**src/rtl/yt3817_digit_pattern_gen.sv**
```systemverilog
`default_nettype none
// ============================================================================
// Module   : yt3817_digit_pattern_gen
// Brief    : Synthetic raster source drawing one seven-segment digit inside
//            the central detection box. Feeds H_Addr/V_Addr/bin_data of the
//            binary picture processing unit in place of camera + binarizer.
// Ports    : clk, rst (sync, active-high)
//            frame_en                     - run request
//            digit_in/digit_valid/digit_ready - digit load handshake
//            H_Addr, V_Addr               - current raster position
//            de, bin_data                 - data enable / stroke pixel
//            frame_start, frame_done      - pulses on first / last pixel
//            cur_digit                    - digit drawn in this frame
// Revision : 1.0  initial release
// ============================================================================
module yt3817_digit_pattern_gen #(
    parameter int PIC_W   = 800,
    parameter int PIC_H   = 480,
    parameter int H_TOTAL = 1056,
    parameter int V_TOTAL = 525,
    parameter int X_MIN   = 336,
    parameter int X_MAX   = 464,
    parameter int Y_MIN   = 112,
    parameter int Y_MAX   = 368,
    parameter int SEG_W   = 16
) (
    input  logic        clk,
    input  logic        rst,
    input  logic        frame_en,
    input  logic [3:0]  digit_in,
    input  logic        digit_valid,
    output logic        digit_ready,
    output logic [11:0] H_Addr,
    output logic [11:0] V_Addr,
    output logic        de,
    output logic        bin_data,
    output logic        frame_start,
    output logic        frame_done,
    output logic [3:0]  cur_digit
);

    localparam logic [1:0] S_IDLE  = 2'd0;
    localparam logic [1:0] S_RUN   = 2'd1;
    localparam logic [1:0] S_DRAIN = 2'd2;

    localparam logic [11:0] c_h_last  = 12'(H_TOTAL - 1);
    localparam logic [11:0] c_v_last  = 12'(V_TOTAL - 1);
    localparam logic [11:0] c_pic_w   = 12'(PIC_W);
    localparam logic [11:0] c_pic_h   = 12'(PIC_H);
    localparam logic [11:0] c_x_min   = 12'(X_MIN);
    localparam logic [11:0] c_x_max   = 12'(X_MAX);
    localparam logic [11:0] c_y_min   = 12'(Y_MIN);
    localparam logic [11:0] c_y_max   = 12'(Y_MAX);
    localparam logic [11:0] c_y_mid   = 12'((Y_MIN + Y_MAX) / 2);
    localparam logic [11:0] c_l_end   = 12'(X_MIN + SEG_W);
    localparam logic [11:0] c_r_beg   = 12'(X_MAX - SEG_W);
    localparam logic [11:0] c_a_end   = 12'(Y_MIN + SEG_W);
    localparam logic [11:0] c_d_beg   = 12'(Y_MAX - SEG_W);
    localparam logic [11:0] c_g_beg   = 12'((Y_MIN + Y_MAX) / 2 - SEG_W / 2);
    localparam logic [11:0] c_g_end   = 12'((Y_MIN + Y_MAX) / 2 + SEG_W / 2);

    // Lit segments per digit, bit order {a,b,c,d,e,f,g}; 10..15 are blank.
    function automatic logic [6:0] seg_mask(input logic [3:0] d);
        case (d)
            4'd0:    seg_mask = 7'b1111110;
            4'd1:    seg_mask = 7'b0110000;
            4'd2:    seg_mask = 7'b1101101;
            4'd3:    seg_mask = 7'b1111001;
            4'd4:    seg_mask = 7'b0110011;
            4'd5:    seg_mask = 7'b1011011;
            4'd6:    seg_mask = 7'b1011111;
            4'd7:    seg_mask = 7'b1110000;
            4'd8:    seg_mask = 7'b1111111;
            4'd9:    seg_mask = 7'b1111011;
            default: seg_mask = 7'b0000000;
        endcase
    endfunction

    logic [1:0]  r_state;
    logic [11:0] r_h, r_v;
    logic        r_de, r_bin, r_fs, r_fd;
    logic [3:0]  r_cur, r_pend;
    logic        r_pend_full;

    logic [1:0]  w_state_nxt;
    logic [11:0] w_h_nxt, w_v_nxt;
    logic        w_active;
    logic        w_last;
    logic        w_accept;
    logic        w_promote;
    logic        w_de_nxt, w_bin_nxt, w_fd_nxt;
    logic [3:0]  w_cur_nxt;
    logic        w_in_box;
    logic        w_upper, w_left, w_right;
    logic [6:0]  w_hit;

    assign w_last   = (r_h == c_h_last) && (r_v == c_v_last);
    // Ready is forced low while reset is held so nothing can be accepted.
    assign w_accept = digit_valid & digit_ready;

    // Next-state and next raster position.
    always_comb begin
        w_state_nxt = r_state;
        w_h_nxt     = 12'd0;
        w_v_nxt     = 12'd0;
        w_active    = 1'b0;
        case (r_state)
            S_IDLE: begin
                if (frame_en) begin
                    w_state_nxt = S_RUN;
                    w_active    = 1'b1;
                end
            end
            S_RUN, S_DRAIN: begin
                w_active = 1'b1;
                if (r_h == c_h_last) begin
                    w_h_nxt = 12'd0;
                    w_v_nxt = (r_v == c_v_last) ? 12'd0 : r_v + 12'd1;
                end else begin
                    w_h_nxt = r_h + 12'd1;
                    w_v_nxt = r_v;
                end
                if (r_state == S_RUN) begin
                    if (!frame_en) w_state_nxt = S_DRAIN;
                end else if (frame_en) begin
                    w_state_nxt = S_RUN;
                end else if (w_last) begin
                    // Frame finished while draining: park at (0,0), inactive.
                    w_state_nxt = S_IDLE;
                    w_active    = 1'b0;
                    w_h_nxt     = 12'd0;
                    w_v_nxt     = 12'd0;
                end
            end
            default: w_state_nxt = S_IDLE;
        endcase
    end

    // Pixel outputs are derived from the next position so they line up with
    // the registered address presented in the same cycle.
    always_comb begin
        w_promote = w_active && (w_h_nxt == 12'd0) && (w_v_nxt == 12'd0);
        w_cur_nxt = (w_promote && r_pend_full) ? r_pend : r_cur;
        w_de_nxt  = w_active && (w_h_nxt < c_pic_w) && (w_v_nxt < c_pic_h);
        w_fd_nxt  = w_active && (w_h_nxt == c_h_last) && (w_v_nxt == c_v_last);
        w_in_box  = (w_h_nxt >= c_x_min) && (w_h_nxt < c_x_max) &&
                    (w_v_nxt >= c_y_min) && (w_v_nxt < c_y_max);
        w_upper   = w_v_nxt < c_y_mid;
        w_left    = w_h_nxt < c_l_end;
        w_right   = w_h_nxt >= c_r_beg;
        w_hit     = {w_v_nxt < c_a_end,
                     w_right & w_upper,
                     w_right & ~w_upper,
                     w_v_nxt >= c_d_beg,
                     w_left & ~w_upper,
                     w_left & w_upper,
                     (w_v_nxt >= c_g_beg) && (w_v_nxt < c_g_end)};
        w_bin_nxt = w_de_nxt && w_in_box && (|(w_hit & seg_mask(w_cur_nxt)));
    end

    always_ff @(posedge clk) begin
        if (rst) begin
            r_state     <= S_IDLE;
            r_h         <= 12'd0;
            r_v         <= 12'd0;
            r_de        <= 1'b0;
            r_bin       <= 1'b0;
            r_fs        <= 1'b0;
            r_fd        <= 1'b0;
            r_cur       <= 4'hF;
            r_pend      <= 4'h0;
            r_pend_full <= 1'b0;
        end else begin
            r_state <= w_state_nxt;
            r_h     <= w_h_nxt;
            r_v     <= w_v_nxt;
            r_de    <= w_de_nxt;
            r_bin   <= w_bin_nxt;
            r_fs    <= w_promote;
            r_fd    <= w_fd_nxt;
            r_cur   <= w_cur_nxt;
            // Accept needs an empty slot and promotion needs a full one, so
            // a digit taken on a boundary cycle stays pending for the next.
            if (w_accept) begin
                r_pend      <= digit_in;
                r_pend_full <= 1'b1;
            end else if (w_promote) begin
                r_pend_full <= 1'b0;
            end
        end
    end

    assign digit_ready = ~r_pend_full & ~rst;
    assign H_Addr      = r_h;
    assign V_Addr      = r_v;
    assign de          = r_de;
    assign bin_data    = r_bin;
    assign frame_start = r_fs;
    assign frame_done  = r_fd;
    assign cur_digit   = r_cur;

endmodule
`default_nettype wire

```
**config.mk**
```make
export PLATFORM = sky130hd
export DESIGN_NAME = yt3817_digit_pattern_gen
export DESIGN_NICKNAME = d
export VERILOG_FILES = /design/src/rtl/yt3817_digit_pattern_gen.sv
export SDC_FILE = /design/constraint.sdc
export NUM_CORES = 1
export LEC_CHECK = 0
export ABC_AREA = 1
export CAP_MARGIN = 25
export CORE_AREA = 2 2 74 76
export CTS_BUF_LIST = sky130_fd_sc_hd__clkbuf_8
export CTS_CLUSTER_DIAMETER = 60
export DETAILED_ROUTE_END_ITERATION = 12
export DIE_AREA = 0 0 76 78
export PLACE_DENSITY_LB_ADDON = 0.3
export SLEW_MARGIN = 20
export SYNTH_ARGS = -nofsm -noshare
export SYNTH_HDL_FRONTEND = slang
export SYNTH_SLANG_ARGS = --single-unit
```
**constraint.sdc**
```tcl
create_clock -name clk -period 3.3 [get_ports clk]
set_input_delay 0.66 -clock clk [delete_from_list [all_inputs] [get_ports clk]]
set_output_delay 0.66 -clock clk [all_outputs]
set_load 0.05 [all_outputs]
```
Word-level counts from Yosys, hierarchy flattened
Memory sizes are Yosys's and may differ from the RTL's.
Cells that the tools add are included.
{"block": "totals", "rom_bits": 112, "out_inout_bits": 33, "ff_bits": 39, "in_bits": 8, "memories": 1}
{"memory": "(no name shown)", "words": 16, "word_bits": 7, "rd": 1, "rd_ports_with_merged_regs": 0, "write_ports": 0, "line_no": "64", "text": "case (d)"}
{"block": "op_classes", "n_lt_le_gt_ge": 13, "mux": 25, "n_eq_ne": 9, "reduce_logical": 21, "n_addsub": 2, "n_bitwise": 10}
{"op": "12-bit 2-to-1 mux", "n": 11}
{"op": "12-bit by 9-bit < comparator with 1-bit output, second input constant", "n": 4}
{"op": "12-bit by 9-bit greater-or-equal comparator with 1-bit output, second input constant", "n": 3}
{"op": "12-bit by 8-bit < comparator with 1-bit output, second input constant", "n": 3}
{"op": "12-bit by 1-bit adder with 12-bit output, second input constant", "n": 2}
{"op": "12-bit by 10-bit == test with 1-bit output, second input constant", "n": 2}
{"op": "12-bit by 11-bit == test with 1-bit output, second input constant", "n": 2}
{"op": "12-bit logical NOT", "n": 2}
{"op": "1-bit logical AND", "n": 14}
{"op": "12-bit by 7-bit greater-or-equal comparator with 1-bit output, second input constant", "n": 1}
{"op": "12-bit by 8-bit greater-or-equal comparator with 1-bit output, second input constant", "n": 1}
{"op": "12-bit by 10-bit < comparator with 1-bit output, second input constant", "n": 1}
{"op": "2-bit 2-to-1 mux", "n": 5}
{"op": "7-bit bitwise AND", "n": 1}
{"op": "7-bit OR reduction", "n": 1}
{"op": "1-bit bitwise AND", "n": 6}
{"op": "1-bit 2-to-1 mux", "n": 6}
{"op": "4-bit 2-to-1 mux", "n": 1}
{"op": "4-bit != test, second input constant", "n": 1}
{"op": "2-bit case mux with 2 select lines", "n": 1}
{"op": "3-bit != test, second input constant", "n": 1}
{"op": "1-bit inverter", "n": 3}
{"op": "3-bit AND reduction", "n": 1}
{"op": "2-bit by 1-bit == test with 1-bit output, second input constant", "n": 1}
{"op": "6 further kinds", "n": 6}

Logic depth before layout (Yosys ltp)
Gate-level depths: netlist (run 1).
An unclocked memory read counts as a cell.
{"block": "depth", "word_depth": 15, "mapped_depth": 24, "ltp_nobuf": 24}

Worst setup path before layout (run 1)
OpenSTA, ideal clock, no wires.
{"block": "synth_path", "kind": "register to register", "startpoint": "reg r_h[0], in the netlist H_Addr[0]", "endpoint": "reg r_bin, in the netlist bin_data", "arrival_ns": 3.369, "path_buffers": 1, "path_stages_with_launch": 24, "t_required_ns": 3.183, "setup_slack_ns": -0.187, "setup_ns": 0.117, "cell_sequence": "dfxtp_1 -> ha_1 -> nand3_2 -> inv_1 -> nand3_2 -> inv_2 -> buf_6 -> nand2_1 -> nand3_2 -> nand2_2 -> nor2_2 -> nand2_2 -> nor2_8 -> nand3_4 -> nand2_1 -> nand2_1 -> ha_1 -> or2_2 -> o21ai_1 -> inv_1 -> o21ai_0 -> nand2_1 -> nand2_1 -> a21oi_1"}
{"block": "synth_between", "elab_chain_cells": 15}
{"item": "from (decl)", "line_no": "80", "text": "logic [11:0] r_h, r_v;"}
{"item": "from (signal assigned)", "line_no": "175", "text": "r_h <= w_h_nxt;"}
{"item": "12-bit by 1-bit adder with 12-bit output or 12-bit by 11-bit == test with 1-bit output (tied branches)", "line_no": "120, 97, 116"}
{"item": "12-bit 2-to-1 mux or 1-bit logical AND (tied branches)", "line_no": "116, 97"}
{"item": "12-bit 2-to-1 mux", "line_no": "127", "text": "end else if (w_last) begin"}
{"item": "12-bit 2-to-1 mux", "line_no": "125", "text": "end else if (frame_en) begin"}
{"item": "12-bit 2-to-1 mux", "line_no": "123", "text": "if (r_state == S_RUN) begin"}
{"item": "12-bit 2-to-1 mux", "line_no": "107", "text": "case (r_state)"}
{"item": "12-bit logical NOT", "line_no": "142", "text": "w_promote = w_active && (w_h_nxt == 12'd0) && (w_v_nxt == 12'd0);"}
{"item": "1-bit logical AND (2 in series)", "line_no": "142"}
{"item": "1-bit logical AND", "line_no": "143", "text": "w_cur_nxt = (w_promote && r_pend_full) ? r_pend : r_cur;"}
{"item": "4-bit 2-to-1 mux", "line_no": "143"}
{"item": "memory read 16 x 7 bit"}
{"item": "7-bit bitwise AND", "line_no": "158", "text": "w_bin_nxt = w_de_nxt && w_in_box && (|(w_hit & seg_mask(w_cur_nxt)));"}
{"item": "7-bit OR reduction", "line_no": "158"}
{"item": "1-bit logical AND *", "line_no": "158"}
{"item": "to (signal assigned)", "line_no": "178", "text": "r_bin <= w_bin_nxt;"}
{"item": "to (decl)", "line_no": "81", "text": "logic r_de, r_bin, r_fs, r_fd;"}
Every way passes the cells marked *; elsewhere a longest branch is shown, timed or not.
A chain may end at the register's enable or synchronous reset.

Worst setup path in the final report (run 1)
{"block": "layout_path", "startpoint": "reg r_h[7], in the netlist H_Addr[7]", "endpoint": "reg r_bin, in the netlist bin_data"}
The elaborated chain is that of the path after synthesis.

==> metrics.txt, run 1 <==
worst r2r dst=bin_data$_SDFF_PP0_; # diodes=0; clock tree sinks=39; Fin. Hold Viols=0; Hold Startpoint=r_state[1]$_SDFFE_PP0P_; Cell Pwr Density=331 nW/um^2; max-cap check violation count=0; reg2reg start=H_Addr[7]$_SDFF_PP0_; r2r worst-path depth=22; Ys Warns=0; largest net degree at the start of global routing=21; Fin Clk Skew=3.43 ps; Clk Tree Root Cell=clkbuf_8; clk_lat worst skew=300 ps; Yosys cell types=35; grt total ovfl=0; Crit Path Class=register to register; clk slew on worst S/H paths=70 ps; status=finished clean; min Tclk post-route=3230 ps; Finished Core Util=0.747; Startpoint Class=register; Slew Viols, Final=0; clock share of power=0.263; GP Congestion=0.963; Worst Path Max Fanout=5; setup violators final=0; worst-margin pin slew=884 ps; vias per inst=5.62; WP data required=3490 ps; Final #Nets=539; crit path DAT=3420 ps; Routed Antenna Nets=0; first-pass GRT wire length=12,600 um; Worst Hold Depth=2; Slew Limit Headroom=0.409; Worst Slack Setup Final=66.7 ps; Num CTS Buffers=5; commonest non-fill, non-tap cell in the layout=nand2_1; Power Internal=813 uW; Place WS=56.5 ps; Compound-Gate Fraction of Synth Area=0.0695; I/O pin total=41; initial antenna violation count=0; Design Area, Final=3770 um^2; CP Capture Type=register; Post-DP Area=3420 um^2; fraction of registers with async set/reset=0; largest family of logic cells by synthesized area=simple AND/OR/NAND/NOR gates; DR WL/cell=14.2 um; die height=78 um; commonest cells after routing, fill and taps aside=nand2_1 (127), nor2_1 (58), inv_1 (55), nand3_1 (40), clkdlybuf4s50_1 (39); drt drc=0; via count=3,323; All-Layer GR Usage=0.257; Hold Crit Endpoint=r_state[1]$_SDFFE_PP0P_; switching power share of the total=0.348; Synth Area per Inst=6.19 um^2; H-tree depth=2; Initial Util=0.564; Max IR drop VDD=325 uV; CTS tree=built; final WL=8370 um; post-DP HPWL=5830 um; Min-Delay Path Class=register to register; First-pass DRT Iterations=5; DIE WIDTH=76 um; hold_ws=515 ps; Cells after Synth=459; Syn-to-layout area delta=32.6%; Net Sw Power=434 uW; Post-Synth Adder-Cell Area=0.0440; Leak=0.00173 uW; Buffers on Ports=40; die area=5930 um^2; number of global-route vias before repair=2,873; sequential fraction of design power=0.407; Post-Synth XOR/XNOR Area=0.00308; Core Footprint=5040 um^2; R2R Setup Slk=70 ps; simple logic cell fraction of the synthesized area=0.508; number of synthesized register bits=39; Logic pwr share=0.330; sequential share of the synthesized area=0.275; Pwr Total=1250 uW; clock buffer depth=2; number of flops mapped to enable cells by yosys=0; fin crit share=0.980; Cell Area, Synth=2840 um^2; drt initial violations=208; Top FF cell, synth=dfxtp_1; layout cells sized above 1=0.205; post-synthesis mux area share=0; FMAX=309 MHz; Core Rows=26; syn_nets=477
-- cell families after synthesis --
family / after synthesis
buffers and inverters: 73
flip-flops: 39
adder cells (fa/ha/maj): 10
AO/OA/AOI/OAI: 33
AND/OR/NAND/NOR: 303
XOR/XNOR: 1
-- registers in the layout, summed over array words and instances (netlist names) --
name / flops
r_state: 2
V_Addr: 12
de: 1
H_Addr: 12
frame_start: 1
cur_digit: 4
frame_done: 1
r_pend_full: 1
bin_data: 1
r_pend: 4
-- metal layers --
metal	share of wire	wire length, um	global-route usage	vias to the layer above
li1	-	-	-	1590
met2	0.48	4050	0.453	206
met5	0	0	0	-
met4	0.039	330	0.100	0
met1	0.40	3310	0.314	1483
met3	0.082	683	0.0442	44
-- power groups by stage --
stage	combinational (uW)	sequential, uW	clock, uW
floorplan	201	556	0
CTS	341	508	328
global placement	330	517	0
finish	412	507	329
global route	439	509	352
detailed placement	340	519	0
-- worst max-delay path, stage by stage, from the launching register on --
cell     delay, ps
dfxtp_1        350
inv_2           80
nand2_1         50
nor2_1         280
nand2_1        190
nor2_4         170
nor2_1          60
nand3_1        150
nand2_4         90
nor2_4         110
nand2_2         70
nor2_4         190
nand3_4        110
nand2_1        120
nand2_2         90
ha_4           250
or2_2          300
o21ai_2        140
inv_1           60
o21ai_0         70
nand2_1         70
nand2_1         60
a21oi_1         60
-- area by class of cell --
type / instances / area, um^2
clock inverter: 1 / 5.00
tap: 70 / 87.6
sequential: 39 / 798
multi-input combinational: 347 / 1930
inverter: 63 / 241
timing repair buffer: 65 / 627
fill: 366 / 1270
clock buffer: 6 / 82.6
-- worst max-delay path by stage --
stage,cells past startpoint,startpoint,endpoint
4_1_cts,22,H_Addr[0]$_SDFF_PP0_,bin_data$_SDFF_PP0_
2_1_floorplan,22,V_Addr[2]$_SDFF_PP0_,bin_data$_SDFF_PP0_
6_report,22,H_Addr[7]$_SDFF_PP0_,bin_data$_SDFF_PP0_
5_1_grt,22,H_Addr[7]$_SDFF_PP0_,bin_data$_SDFF_PP0_
3_5_place_dp,22,H_Addr[0]$_SDFF_PP0_,bin_data$_SDFF_PP0_
3_3_place_gp,16,frame_en,bin_data$_SDFF_PP0_
-- cell usage after synthesis, drive strengths merged (3+ instances only) --
| library cell | count | share of area |
|---|---|---|
| nand2 | 145 | 0.20 |
| nor2 | 75 | 0.12 |
| inv | 63 | 0.083 |
| nand3 | 52 | 0.11 |
| dfxtp | 39 | 0.27 |
| nand4 | 15 | 0.038 |
| a21oi | 10 | 0.018 |
| ha | 10 | 0.044 |
| o21ai | 10 | 0.019 |
| nor3 | 7 | 0.012 |
| buf | 6 | 0.012 |
| o31ai | 6 | 0.016 |
| clkbuf | 4 | 0.0053 |
| nor4 | 3 | 0.0066 |
| or2 | 3 | 0.0066 |
-- per-stage QoR --
step | std cells | TNS, ps
floorplan | 459 | 0
global placement | 575 | 0
detailed placement | 575 | 0
CTS | 582 | 0
global route | 591 | -100
finish | 591 | 0
-- timing repair --
action                     in CTS  in global routing
hold buffers                    0                  0
setup endpoints to repair       0                  1
gates resized for setup         0                 46
setup buffers                   0                  9
No activity file was read; power rests on OpenSTA's default activity.
==> run 2: changes to the inputs <==
SKIP_CTS_REPAIR_TIMING = 1   (was not set)
clock period = 3.6 ns   (was 3.3 ns; I/O delays follow)
==> run 2 against run 1 <==
  * Clock skew rose by 4.6 ps
  * Via count fell by 8.5%
  * Non-clock buffer count fell by 11
  * Routed wire length fell by 16%
==> metrics.txt, run 2 (synthesized netlist as in run 1, its figures left out) <==
Hold Startpoint=r_pend[1]$_SDFFE_PP0P_ (was r_state[1]$_SDFFE_PP0P_); clock tree sinks=39 (unchanged); Pwr Total=1160 uW (was 1250 uW); die height=78 um (unchanged); DIE WIDTH=76 um (unchanged); final WL=7060 um (was 8370 um); CTS tree=built (unchanged); drt drc=0 (unchanged); Slew Viols, Final=0 (unchanged); CP Capture Type=register (unchanged); All-Layer GR Usage=0.239 (was 0.257); critical path startpoint=H_Addr[1]$_SDFF_PP0_ (was H_Addr[7]$_SDFF_PP0_); vias per inst=5.23 (was 5.62); H-tree depth=2 (unchanged); layout cells sized above 1=0.133 (was 0.205); Num CTS Buffers=5 (unchanged); Fin Clk Skew=8.01 ps (was 3.43 ps); Core Footprint=5040 um^2 (unchanged); largest net degree at the start of global routing=23 (was 21); I/O pin total=41 (unchanged); Worst Hold Depth=2 (unchanged); Fin. Hold Viols=0 (unchanged); Core Rows=26 (unchanged); Cell Pwr Density=331 nW/um^2 (about the same); via count=3,040 (was 3,323); clk_lat worst skew=300 ps (about the same); Leak=0.00166 uW (was 0.00173 uW); Max IR drop VDD=295 uV (was 325 uV); Worst Slack Setup Final=187 ps (was 66.7 ps); status=finished clean (unchanged); Buffers on Ports=40 (unchanged); worst-margin pin slew=874 ps (was 884 ps); drt initial violations=142 (was 208); clk slew on worst S/H paths=80 ps (was 70 ps); crit path DAT=3610 ps (was 3420 ps); # diodes=0 (unchanged); Syn-to-layout area delta=23.8% (was 32.6%); WP data required=3800 ps (was 3490 ps); GP Congestion=0.920 (was 0.963); commonest cells after routing, fill and taps aside=nand2_1 (134), nor2_1 (64), inv_1 (57), nand3_1 (42) (was nand2_1 (127), nor2_1 (58), inv_1 (55), nand3_1 (40), clkdlybuf4s50_1 (39)); reg2reg start=H_Addr[1]$_SDFF_PP0_ (was H_Addr[7]$_SDFF_PP0_); Worst Path Max Fanout=8 (was 5); first-pass GRT wire length=11,800 um (was 12,600 um); Clk Tree Root Cell=clkbuf_8 (unchanged); Cell Count, Final, Fillers Out=581 (was 591); Slew Limit Headroom=0.416 (was 0.409); Final #Nets=528 (was 539); min Tclk post-route=3410 ps (was 3230 ps); die area=5930 um^2 (unchanged); post-DP HPWL=5400 um (was 5830 um); initial antenna violation count=0 (unchanged); number of global-route vias before repair=2,820 (was 2,873); Crit Path Class=register to register (unchanged); FMAX=293 MHz (was 309 MHz); fin crit share=0.948 (was 0.980); clock buffer depth=2 (unchanged); First-pass DRT Iterations=5 (unchanged); Routed Antenna Nets=0 (unchanged); Startpoint Class=register (unchanged); commonest non-fill, non-tap cell in the layout=nand2_1 (unchanged); DR WL/cell=12.1 um (was 14.2 um); placed cell count=568 (was 575); Finished Core Util=0.698 (was 0.747); max-cap check violation count=0 (unchanged); Place WS=213 ps (was 56.5 ps); setup violators final=0 (unchanged); grt total ovfl=0 (unchanged); r2r worst-path depth=22 (unchanged); Min-Delay Path Class=register to register (unchanged); Initial Util=0.564 (unchanged)
run 2: cell types whose count changed in the layout (fill, tap and decap cells not counted), sizes merged:
cell	before	now
clkbuf	6	5
buf	26	15
bufinv	0	1
clkinv	1	2
run 2: report_power, final:
part	switching [uW]	internal (uW)
Sequential	12.2	450
Combinational	213	118
Clock	165	206
run 2: area by class of cell:
type | count | area (um^2)
fillers | 457 | 1520
inverters | 63 | 239
flip-flops and latches | 39 | 781
repair buffers | 54 | 503
well taps | 70 | 87.6
clock inverters | 3 | 43.8
clock buffers | 5 | 68.8
multi-input cells | 347 | 1800
run 2: metrics by stage:
step	cell area (um^2)	hold WS [ps]	TNS, ps
floorplan	2840	462	0
global placement	3350	484	0
detailed placement	3350	484	0
CTS	3460	499	0
global route	3520	512	-32.6
finish	3520	497	0
run 2: final timing paths:
kind	slack, ps	end
worst min-delay path	500	r_pend[1]$_SDFFE_PP0P_
worst max register to register	190	bin_data$_SDFF_PP0_
worst max-delay path	190	bin_data$_SDFF_PP0_
worst min register to register	500	r_pend[1]$_SDFFE_PP0P_
run 2: worst max-delay path, cell delays in order (launching register included):
cell	delay [ps]
dfxtp_1	370
ha_2	210
nand3_2	100
nor2_4	250
nand3_1	110
nand3_1	200
nand2_1	120
inv_1	70
nand2_1	50
nor2_1	90
nand2_1	100
nor2_4	200
nand3_4	150
nand2_1	90
nand2_1	120
ha_1	340
or2_2	300
o21ai_1	140
inv_1	50
o21ai_0	60
nand2_1	70
nand2_1	50
a21oi_1	60
run 2: layer usage:
| metal | share of wire | global-route usage |
|---|---|---|
| met1 | 0.44 | 0.291 |
| met2 | 0.48 | 0.423 |
| met3 | 0.055 | 0.0384 |
| met4 | 0.027 | 0.0964 |
| met5 | 0 | 0 |
==> run 3: changes to the inputs <==
CORE_AREA = 2 2 78 80   (was 2 2 74 76)
DIE_AREA = 0 0 80 82   (was 0 0 76 78)
clock period = 2.75 ns   (was 3.6 ns; I/O delays follow)
==> run 3 against run 2 <==
  * The run now ends with setup timing left
  * Maximum frequency up 18%
  * Core utilization grew 5.0 points
  * Count of clock-buffer cells in the layout is the same
  * Clock skew down 2.9 ps
  * Sequential cell count is the same
  * Final area rose by 22%
  * Routed wire length grew 28%
  * Non-clock buffer count increased by 65
  * Combinational power grew 66%
  * Hold slack improved by 18 ps
  * Register-to-register slack worse by 320 ps
  * Global-route usage grew 2.5 points
  * Critical endpoint unchanged
  * Largest power group unchanged
==> metrics.txt, run 3 (synthesized netlist as in run 1, its figures left out) <==
layout cells sized above 1=0.326 (was 0.133); post-DP HPWL=6560 um (was 5400 um); Crit Path Class=register to register (unchanged); drt drc=0 (unchanged); CTS tree=built (unchanged); final WL=9020 um (was 7060 um); crit path DAT=3080 ps (was 3610 ps); Final #Nets=594 (was 528); via count=3,464 (was 3,040); grt total ovfl=0 (unchanged); Fin. Hold Viols=0 (unchanged); FMAX=346 MHz (was 293 MHz); Routed Antenna Nets=0 (unchanged); Slew Limit Headroom=0.648 (was 0.416); vias per inst=5.31 (was 5.23); Initial Util=0.495 (was 0.564); first-pass GRT wire length=13,700 um (was 11,800 um); fin crit share=1.05 (was 0.948); failing checks=setup timing; Cell Pwr Density=403 nW/um^2 (was 331 nW/um^2); DR WL/cell=13.8 um (was 12.1 um); Core Rows=28 (was 26); critical-path cell list=ha_4, nand3_4, nor2_4, inv_2, nor2_4, nor2_1, nand3_1, nand2_2, nor2_4, nand2_2, nor2_4, nand3_4, nand2_2, nand2_2, ha_4, or2_4, o21ai_2, inv_1, o21ai_1, nand2_1, nand2_1, a21oi_1 (was ha_2, nand3_2, nor2_4, nand3_1, nand3_1, nand2_1, inv_1, nand2_1, nor2_1, nand2_1, nor2_4, nand3_4, nand2_1, nand2_1, ha_1, or2_2, o21ai_1, inv_1, o21ai_0, nand2_1, nand2_1, a21oi_1); Clk Tree Root Cell=clkbuf_8 (unchanged); CP Capture Type=register (unchanged); All-Layer GR Usage=0.264 (was 0.239); H-tree depth=2 (unchanged); worst-margin pin slew=526 ps (was 874 ps); CP peak stage delay=370 ps (about the same); DIE WIDTH=80 um (was 76 um); # fillers=438 (was 457); initial antenna violation count=0 (unchanged); Pwr Total=1730 uW (was 1160 uW); die height=82 um (was 78 um); Startpoint Class=register (unchanged); largest net degree at the start of global routing=22 (was 23); Worst Path Max Fanout=5 (was 8); commonest cells after routing, fill and taps aside=nand2_1 (121), buf_4 (76), nor2_1 (55), inv_1 (52), clkdlybuf4s50_1 (39) (was nand2_1 (134), nor2_1 (64), inv_1 (57), nand3_1 (42)); max-cap check violation count=0 (unchanged); clk slew on worst S/H paths=80 ps (about the same); Slew Viols, Final=0 (unchanged); Worst Slack Setup Final=-137 ps (was 187 ps); Min-Delay Path Class=register to register (unchanged); commonest non-fill, non-tap cell in the layout=nand2_1 (unchanged); First-pass DRT Iterations=5 (unchanged); I/O pin total=41 (unchanged); clk_lat worst skew=300 ps (about the same); Syn-to-layout area delta=51.1% (was 23.8%); drt initial violations=312 (was 142); GP Congestion=0.992 (was 0.920); Core Footprint=5750 um^2 (was 5040 um^2); Buffers on Ports=40 (unchanged); # diodes=0 (unchanged); Leak=0.00203 uW (was 0.00166 uW); clock tree sinks=39 (unchanged); FF+latch area=815 um^2 (was 781 um^2); Design Area, Final=4290 um^2 (was 3520 um^2); WP data required=2940 ps (was 3800 ps); status=finished, violations left (was finished clean); clock buffer depth=2 (unchanged); CP max stage cell=dfxtp_4 (was dfxtp_1); die area=6560 um^2 (was 5930 um^2); min Tclk post-route=2890 ps (was 3410 ps); area of the multi-input gates=1970 um^2 (was 1800 um^2); Post-DP Area=4010 um^2 (was 3350 um^2); RSZ-0062 raised after global routing=true; number of global-route vias before repair=3,129 (was 2,820); Num CTS Buffers=5 (unchanged); Max IR drop VDD=356 uV (was 295 uV); setup violators final=1 (was 0); Fin Clk Skew=5.11 ps (was 8.01 ps)
[run 3: cell types whose count changed in the layout (fill, tap and decap cells not counted), sizes merged]
| cell | delta |
|---|---|
| buf | +65 |
| bufinv | +1 |
[run 3: power by group]
part | internal (uW) | switching [uW]
combinational | 232 | 318
sequential | 587 | 18.2
clock | 359 | 216
total | 1180 | 553
[run 3: final timing paths]
check,startpoint,end,slack (ps),depth (start not counted)
setup / recovery,H_Addr[0]$_SDFF_PP0_,bin_data$_SDFF_PP0_,-140,22
hold / removal,r_pend[0]$_SDFFE_PP0P_,r_pend[0]$_SDFFE_PP0P_,520,2
setup reg to reg,H_Addr[0]$_SDFF_PP0_,bin_data$_SDFF_PP0_,-140,22
hold reg to reg,r_pend[0]$_SDFFE_PP0P_,r_pend[0]$_SDFFE_PP0P_,520,2
[run 3: per-layer routing]
metal | GRT usage | vias to the layer above | share of wire
li1 | - | 1704 | -
met1 | 0.324 | 1574 | 0.42
met2 | 0.465 | 160 | 0.49
met3 | 0.0429 | 26 | 0.058
met4 | 0.100 | 0 | 0.027
met5 | 0 | - | 0
[run 3: area by class of cell]
type,instances,area share
Multi-Input combinational cell,347,0.460
Timing Repair Buffer,119,0.240
Tap cell,75,0.0219
Clock buffer,5,0.0160
Clock inverter,3,0.0149
Sequential cell,39,0.190
Inverter,63,0.0562
Timing Repair inverter,1,0.00117
[run 3: worst max-delay path, delay by kind of cell, from the launching register on]
family | cells | cell delay [ps]
AOI/OAI and AO/OA | 3 | 240
adders and majority gates | 2 | 390
buffers and inverters | 2 | 140
DFF | 1 | 370
and+or+nand+nor | 15 | 1670
[run 3: stage by stage]
step                      hold WS [ps]  cells  worst slack, ps   util  setup TNS (ps)
after floorplan                    462    459             -199      -            -199
after global placement             485    640            -73.6  0.697           -73.6
after detailed placement           493    640             -150  0.697            -150
after CTS                          505    648             -189  0.720            -189
after global routing               535    652             -302  0.747            -302
final                              515    652             -137  0.747            -137
